[config.mk]
export PLATFORM = sky130hd
export DESIGN_NAME = fft_r2_sdf_stage
export DESIGN_NICKNAME = d
export VERILOG_FILES = /design/src/rtl/fft_r2_pkg.sv /design/src/rtl/fft_r2_dly_mem.sv /design/src/rtl/fft_r2_sdf_stage.sv
export SDC_FILE = /design/constraint.sdc
export NUM_CORES = 2
export LEC_CHECK = 0
export BUFFER_PORTS_ARGS = -buffer_cell sky130_fd_sc_hd__buf_2
export CELL_PAD_IN_SITES_DETAIL_PLACEMENT = 2
export CELL_PAD_IN_SITES_GLOBAL_PLACEMENT = 2
export CORE_AREA = 5 5 635 637
export DETAILED_ROUTE_END_ITERATION = 10
export DIE_AREA = 0 0 640 642
export HOLD_SLACK_MARGIN = 0.08
export PLACE_DENSITY_LB_ADDON = 0.1
export SYNTH_ARGS = -nofsm -noshare
export SYNTH_HDL_FRONTEND = slang
export SYNTH_HIERARCHICAL = 1
export SYNTH_SLANG_ARGS = --single-unit
[constraint.sdc]
create_clock -name clk -period 26.4 [get_ports clk]
set_clock_uncertainty 0.05 [all_clocks]
set_input_delay 1.32 -clock clk [delete_from_list [all_inputs] [get_ports clk]]
set_output_delay 1.32 -clock clk [all_outputs]
set_load 0.01 [all_outputs]
[src/rtl/fft_r2_pkg.sv]
// Shared types and saturating helpers for the radix-2 SDF FFT stages.
// Helpers work in FW-bit signed arithmetic; callers pass the target width w.
package fft_r2_pkg;

    localparam int FW = 32;

    typedef enum logic {PH_A, PH_B} phase_t;
    typedef enum logic {ST_IDLE, ST_DRAIN} st_t;

    function automatic logic signed [FW-1:0] sat_w(input logic signed [FW-1:0] x, input int w);
        logic signed [FW-1:0] hi, lo;
        hi = (32'sd1 <<< (w - 1)) - 32'sd1;
        lo = -hi - 32'sd1;
        if (x > hi)      return hi;
        else if (x < lo) return lo;
        else             return x;
    endfunction

    // -x clamped to w bits, so the most negative code maps to the most positive
    function automatic logic signed [FW-1:0] sat_neg(input logic signed [FW-1:0] x, input int w);
        return sat_w(-x, w);
    endfunction

    function automatic logic signed [FW-1:0] rnd_half_sat(input logic signed [FW-1:0] x, input int w);
        return sat_w((x + 32'sd1) >>> 1, w);
    endfunction

endpackage

[src/rtl/fft_r2_dly_mem.sv]
// Butterfly delay memory: DEPTH words of LANES complex samples, one write port
// and a combinational read port that returns the pre-write contents.
module fft_r2_dly_mem
    import fft_r2_pkg::*;
#(
    parameter int DW    = 11,
    parameter int LANES = 16,
    parameter int DEPTH = 8,
    parameter int AW    = 3
) (
    input  logic                      clk,
    input  logic                      we,
    input  logic [AW-1:0]             waddr,
    input  logic [0:LANES-1][DW-1:0]  wr_re,
    input  logic [0:LANES-1][DW-1:0]  wr_im,
    input  logic [AW-1:0]             raddr,
    output logic [0:LANES-1][DW-1:0]  rd_re,
    output logic [0:LANES-1][DW-1:0]  rd_im
);

    logic [0:LANES-1][DW-1:0] mem_re [DEPTH];
    logic [0:LANES-1][DW-1:0] mem_im [DEPTH];

    always_ff @(posedge clk) begin
        if (we) begin
            mem_re[waddr] <= wr_re;
            mem_im[waddr] <= wr_im;
        end
    end

    assign rd_re = mem_re[raddr];
    assign rd_im = mem_im[raddr];

endmodule

[src/rtl/fft_r2_sdf_stage.sv]
// Radix-2 DIF single-delay-feedback butterfly stage: first half is buffered,
// sums stream out with the second half, differences drain from the same memory.
module fft_r2_sdf_stage
    import fft_r2_pkg::*;
#(
    parameter  int WIDTH    = 10,
    parameter  int LANES    = 16,
    parameter  int HALF_CYC = 8,
    parameter  int SCALE    = 0,
    localparam int OW       = WIDTH + 1 - SCALE,
    localparam int AW       = (HALF_CYC > 1) ? $clog2(HALF_CYC) : 1
) (
    input  logic                         clk,
    input  logic                         rstn,
    input  logic                         din_valid,
    input  logic [0:LANES-1][WIDTH-1:0]  din_re,
    input  logic [0:LANES-1][WIDTH-1:0]  din_im,
    input  logic                         conj_in,
    output logic                         dout_valid,
    output logic [0:LANES-1][OW-1:0]     dout_re,
    output logic [0:LANES-1][OW-1:0]     dout_im,
    output logic                         dout_is_diff,
    output logic [AW-1:0]                dout_idx
);

    localparam int MW = WIDTH + 1;
    localparam int CW = $clog2(2 * HALF_CYC);

    logic [CW-1:0] in_cnt;
    logic          conj_q, conj_eff;
    phase_t        ph;
    st_t           state_q, state_d;
    logic [AW-1:0] dptr_q, dptr_d, beat_k, rd_addr;
    logic          last_beat, drain, sum_beat;

    logic [0:LANES-1][MW-1:0] wr_re, wr_im, rd_re, rd_im;
    logic [0:LANES-1][OW-1:0] o_re, o_im;

    function automatic logic [OW-1:0] to_out(input logic signed [MW-1:0] x);
        return OW'((SCALE != 0) ? rnd_half_sat(FW'(x), OW) : FW'(x));
    endfunction

    // 2*HALF_CYC is a power of two, so the counter MSB is the phase bit
    assign ph        = in_cnt[CW-1] ? PH_B : PH_A;
    assign beat_k    = (HALF_CYC == 1) ? '0 : in_cnt[AW-1:0];
    assign last_beat = (in_cnt == CW'(2 * HALF_CYC - 1));
    assign conj_eff  = (in_cnt == '0) ? conj_in : conj_q;
    assign drain     = (state_q == ST_DRAIN);
    assign sum_beat  = din_valid && (ph == PH_B);
    // Phase B and drain never overlap, so one read port serves both
    assign rd_addr   = drain ? dptr_q : beat_k;

    always_ff @(posedge clk or negedge rstn) begin
        if (!rstn) begin
            in_cnt  <= '0;
            conj_q  <= 1'b0;
            state_q <= ST_IDLE;
            dptr_q  <= '0;
        end else begin
            state_q <= state_d;
            dptr_q  <= dptr_d;
            if (din_valid) begin
                in_cnt <= in_cnt + CW'(1);
                if (in_cnt == '0)
                    conj_q <= conj_in;
            end
        end
    end

    always_comb begin
        state_d = state_q;
        dptr_d  = dptr_q;
        case (state_q)
            ST_IDLE: begin
                if (din_valid && last_beat)
                    state_d = ST_DRAIN;
            end
            ST_DRAIN: begin
                if (dptr_q == AW'(HALF_CYC - 1)) begin
                    state_d = ST_IDLE;
                    dptr_d  = '0;
                end else begin
                    dptr_d  = dptr_q + AW'(1);
                end
            end
            default: begin
                state_d = ST_IDLE;
                dptr_d  = '0;
            end
        endcase
    end

    for (genvar l = 0; l < LANES; l++) begin : g_lane
        logic signed [WIDTH-1:0] b_re, b_im;
        logic signed [MW-1:0]    a_re, a_im, s_re, s_im, d_re, d_im;

        assign b_re = din_re[l];
        assign b_im = conj_eff ? WIDTH'(sat_neg(FW'(signed'(din_im[l])), WIDTH)) : din_im[l];

        assign a_re = rd_re[l];
        assign a_im = rd_im[l];
        assign s_re = a_re + MW'(b_re);
        assign s_im = a_im + MW'(b_im);
        assign d_re = a_re - MW'(b_re);
        assign d_im = a_im - MW'(b_im);

        assign wr_re[l] = (ph == PH_A) ? MW'(b_re) : d_re;
        assign wr_im[l] = (ph == PH_A) ? MW'(b_im) : d_im;

        // During drain the read port carries the stored difference
        assign o_re[l] = drain ? to_out(a_re) : to_out(s_re);
        assign o_im[l] = drain ? to_out(a_im) : to_out(s_im);
    end

    fft_r2_dly_mem #(
        .DW    (MW),
        .LANES (LANES),
        .DEPTH (HALF_CYC),
        .AW    (AW)
    ) u_mem (
        .clk   (clk),
        .we    (din_valid),
        .waddr (beat_k),
        .wr_re (wr_re),
        .wr_im (wr_im),
        .raddr (rd_addr),
        .rd_re (rd_re),
        .rd_im (rd_im)
    );

    always_ff @(posedge clk or negedge rstn) begin
        if (!rstn) begin
            dout_valid   <= 1'b0;
            dout_is_diff <= 1'b0;
            dout_idx     <= '0;
            dout_re      <= '0;
            dout_im      <= '0;
        end else begin
            dout_valid <= drain || sum_beat;
            if (drain) begin
                dout_is_diff <= 1'b1;
                dout_idx     <= dptr_q;
                dout_re      <= o_re;
                dout_im      <= o_im;
            end else if (sum_beat) begin
                dout_is_diff <= 1'b0;
                dout_idx     <= beat_k;
                dout_re      <= o_re;
                dout_im      <= o_im;
            end
        end
    end

endmodule

### Word level (Yosys, flattened, before mapping)

Memory sizes are Yosys's and may differ from the RTL's.
Cells that the tools add are included.

* bits in registers: 366
* RAM bits: 2816
* memories: 2
* output and inout port bits: 357

Memory list
* u_mem.mem_im: words 8, width 176, read ports 1, clocked after memory_dff 0, write ports 1, line fft_r2_dly_mem.sv:22 `logic [0:LANES-1][DW-1:0] mem_im [DEPTH];`
* u_mem.mem_re: words 8, width 176, read ports 1, clocked after memory_dff 0, write ports 1, line fft_r2_dly_mem.sv:21 `logic [0:LANES-1][DW-1:0] mem_re [DEPTH];`

* add/sub/neg operators: 82
* equality and inequality tests: 2
* bitwise gates (word level): 1
* reduce and logical (&&, ||, !) cells: 5
* magnitude comparators: 32
* multiplexer cells: 129

Operator list (count)
* $mux W11: 64
* $mux W176: 4
* $gt A32 B10 Y1 const B: 16
* $lt A32 B10 Y1 const B: 16
* $neg A10 Y32: 16
* $mux W10: 48
* $add A11 B10 Y11: 32
* $sub A11 B10 Y11: 32
* $mux W3: 4
* $mux W1: 8
* $add A4 B1 Y4 const B: 1
* $eq A4 B4 Y1 const B: 1
* $logic_not A4 Y1: 1
* $add A3 B1 Y3 const B: 1
* $eq A3 B3 Y1 const B: 1
* $logic_and A1 B1 Y1: 2
* $pmux W1 S2: 1
* $reduce_bool A2 Y1: 1
* $logic_or A1 B1 Y1: 1
* $not A1 Y1: 1

### Depth between registers and ports, before layout

* depth after elaboration: 9
* mapped depth: 23

### Hierarchy

The synthesis kept the hierarchy.

By module, submodules not included
* fft_r2_dly_mem: area each 105452.4 um^2, cells an instance 4080, times used 1, sequential area each 84561.1 um^2
* fft_r2_sdf_stage: area each 56245.2 um^2, cells an instance 7651, times used 1, sequential area each 9158.8 um^2

### Worst setup path after synthesis

No wires, ideal clock.

* kind: in2reg
* start: input din_valid
* end: memory u_mem/mem_im[0][0] (netlist bit) (enable)
* cell stages on the path: 2
* data required time: 24.853 ns
* setup time: 1.497 ns
* path slack: -0.212 ns
* data arrival time: 25.065 ns
* cells stage by stage: nand2b_1 nor3_1

* word-level cells in the longest chain between the ends: 2

RTL lines
* start: declaration: line fft_r2_sdf_stage.sv:15 `input logic din_valid,`
* $mux W1: line fft_r2_dly_mem.sv:25 `if (we) begin`
* $mux W1 (implied by the code): line fft_r2_dly_mem.sv:27 `mem_im[waddr] <= wr_im;`
* end: declaration: line fft_r2_dly_mem.sv:22

No other way between the ends.

==> summary.md <==
| Metric | Value |
|---|---|
| Vias in the first global route | `117000` |
| Post-CTS Setup Bufs | `0` |
| Drt wl/cell | `29.0 um` |
| Layout cells sized above 1 | `0.202` |
| Sink Count | `about 3200` |
| Mapped Cells | `11700` |
| Max_cap viols | `1` |
| Hold Vio Cnt, Final | `0` |
| Min-delay worst type | `primary input to async pin` |
| Met2 wire length | `264000 um` |
| CTS tree | `built` |
| Final period util | `0.334` |
| Leading area contributor after synthesis | `edfxtp_1` |
| Setup violators final | `0` |
| DRC Markers | `0` |
| RSZ-0062 raised after global routing | `no` |
| Die area | `411000 sq um` |
| Fin area | `about 180000 sq um` |
| Async S/R FF share, synth | `0.115` |
| Synth top area cells | `edfxtp_1, mux4_2, ha_1, dfrtp_1, mux2_2` |
| Slew headroom | `-0.0158` |
| Peak fanout along the critical path | `91` |
| Routed WL | `520000 um` |
| Critical Path End Type | `flop` |
| Placed inst area | `171000 sq um` |
| Num CTS Buffers | `365` |
| Worst setup path class | `flop to flop` |
| Horiz. Die Dim | `640 um` |
| R2r startpoint | `drain` |
| First-pass iteration count of the detailed router | `6` |
| Worst endpoint required time | `27.01 ns` |
| First-pass GRT wire length | `778000 um` |
| R2R cell count | `17` |
| Total GRT Usage | `0.248` |
| Row count | `between 200 and 250` |
| Initial antenna violation count | `52` |
| Reg2reg end | `u_mem/mem_re[6][76]` |
| Outcome | `complete, but fails checks` |
| H-tree level count | `5` |
| Initial Util | `0.407` |
| Violated checks | `max-capacitance violations, max-slew violations` |
| IO Pins | `681` |
| Core Box Area | `397000 sq um` |
| Root buffer cell | `clkbuf_16` |
| Largest net degree at the start of global routing | `120` |
| Post-Syn Nets | `12900` |
| Via count | `104000` |
| Netlist cell types | `92` |
| R2R Setup Slk | `17.59 ns` |
| Number of synthesized flops with an enable pin | `2816` |
| Critical Path AT | `9.42 ns` |
| DRT iter0 DRCs | `6743` |
| Multi-input logic area | `62800 sq um` |
| Via/cell ratio | `5.82` |
| Maximum buffer depth of the clock tree | `4` |
| Clock transition at the registers of the reported paths | `0.07 ns` |
| Wire length on met1 | `approximately 220000 um` |
| Syn. warnings | `6` |
| Fill cells | `roughly 38000` |
| GP Congestion | `0.823` |
| Cts hold-fix bufs | `0` |
| Worst Tran Pin Value | `around 1.5 ns` |
| Yosys reg bits | `3182` |
| Register Area | `93700 sq um` |
| Final core utilization | `0.461` |
| Top FF cell, synth | `edfxtp_1` |
| Post-DP HPWL | `338000 um` |
| IO buf count | `680` |
| Synthesized area | `162000 sq um` |
| NumNets Final | `13500` |
| Fmax | `114 MHz` |
| Tmin final | `8.81 ns` |
| Syn-to-layout area delta | `13.2%` |
| Antenna-violating nets left | `0` |
| Top cell type's share of synthesized area | `0.523` |
| Setup_tns | `0 ns` |
| Remaining global-route overflow | `0` |
| CP Launch Type | `flop` |
| Sequential element share of the synthesized area | `0.580` |
| Top Metal Used | `met5` |
| Syn avg cell area | `between 10 and 15 sq um` |
| Met3 WL post-DR | `20700 um` |
| Slew Limit Fails | `9` |
| Skew-Pair Late Insertion Delay | `roughly 0.94 ns` |
| Post-CTS resize count | `0` |
| Die H | `642 um` |
[layer usage]
layer | global-route usage | vias up
li1 | - | 46000
met1 | 0.326 | 55700
met2 | 0.438 | 2162
met3 | 0.0295 | 586
met4 | 0.0575 | 6
met5 | 0 | -
[worst max path at each step]
stage               depth (start not counted)  slack [ns]                   to       from
floorplan                                   2        9.25   u_mem/mem_im[1][0]  din_valid
global placement                           16       17.40  u_mem/mem_re[1][64]      drain
detailed placement                         16       16.99  u_mem/mem_re[1][64]      drain
CTS                                        16       17.00  u_mem/mem_re[7][64]      drain
global route                               17       16.87  u_mem/mem_re[6][76]      drain
finish                                     17       17.59  u_mem/mem_re[6][76]      drain
[per-stage QoR]
stage / std cells / hold WS, ns / setup WS, ns
detailed placement: 17200 / 0.429 / 16.99
floorplan: 11700 / 0.428 / 9.25
CTS: 17900 / 0.197 / 17.00
global route: 17900 / 0.235 / 16.87
global placement: 17200 / 0.407 / 17.40
finish: 17900 / 0.262 / 17.59
[worst max-delay path, cell delays in order (launching register included)]
cell	delay [ns]
dfrtp_4	0.99
nand2_1	0.23
o21ai_4	0.13
buf_12	0.65
buf_4	0.85
buf_4	0.86
buf_4	0.63
buf_4	0.77
mux4_2	0.59
mux2_2	0.32
ha_1	0.41
and2_0	0.21
o21ai_0	0.30
nand3_1	0.22
a41oi_1	0.36
xnor2_1	0.18
nor2_1	0.07
xnor2_1	0.53
[cells by family (layout without fill, tap and decap cells)]
logic type,count (synthesis),count (layout),share of synthesized area
buffers and inverters,1348,2249,0.0332
adder cells (fa/ha/maj),864,864,0.0698
XOR/XNOR,458,458,0.0248
flip-flops,3182,3182,0.580
AO/OA/AOI/OAI,2353,2353,0.0909
other,0,28,0
AND/OR/NAND/NOR,2312,2312,0.0692
multiplexers,1214,1214,0.132
[synth_stat cells (all sizes together) (21+ instances only)]
master      n
a211oi     65
a21boi     21
a21o       57
a21oi     749
a22oi      60
a2bb2oi    21
a311oi     44
a31oi      77
a41oi      26
and3       50
buf       170
clkbuf    436
dfrtp     366
edfxtp   2816
fa         64
ha        800
inv       739
mux2      364
mux2i     146
mux4      704
nand2     620
nand2b    120
nand3     161
nand4      46
nor2      661
nor2b      51
nor3      236
nor3b      44
nor4       38
nor4b      23
o211ai     56
o21a       80
o21ai     631
o21bai    101
o31a       35
o31ai     109
o41ai      60
or2        22
or3       118
xnor2     364
xor2       94
[final cells by class]
cell class,count,share of cell area
Sequential cell,3182,0.512
Timing Repair Buffer,831,0.0261
Multi-Input combinational cell,7201,0.343
Inverter,742,0.0153
Clock buffer,489,0.0549
Clock inverter,187,0.0125
Antenna cell,28,0.000383
Tap cell,5265,0.0360
[flip-flops by register name, indices dropped and copies added (netlist names)]
signal        count
in_cnt            4
dout_im         176
drain             1
dout_re         176
u_mem/mem_im   1408
dout_idx          3
dout_valid        1
dout_is_diff      1
conj_q            1
dptr_q            3
u_mem/mem_re   1408
[placed cells by master (no fill, tap or decap), types with 108 or more instances in the layout]
cell type,synthesis,layout
o21ai_0,624,620
buf_2,32,679
nor2_1,661,654
buf_4,56,131
mux2i_1,146,145
nand2_1,620,618
xnor2_1,364,364
ha_1,800,800
dfrtp_1,366,364
a21oi_1,747,747
nand2b_1,120,120
nand3_1,161,161
clkbuf_16,0,367
inv_1,739,737
o31ai_1,108,108
mux4_2,704,704
nor3_1,236,234
or3_1,118,118
edfxtp_1,2816,2816
mux2_2,364,363
Power is not shown: default switching activity piles up to over one toggle a cycle in this logic, so the estimate is an artifact.
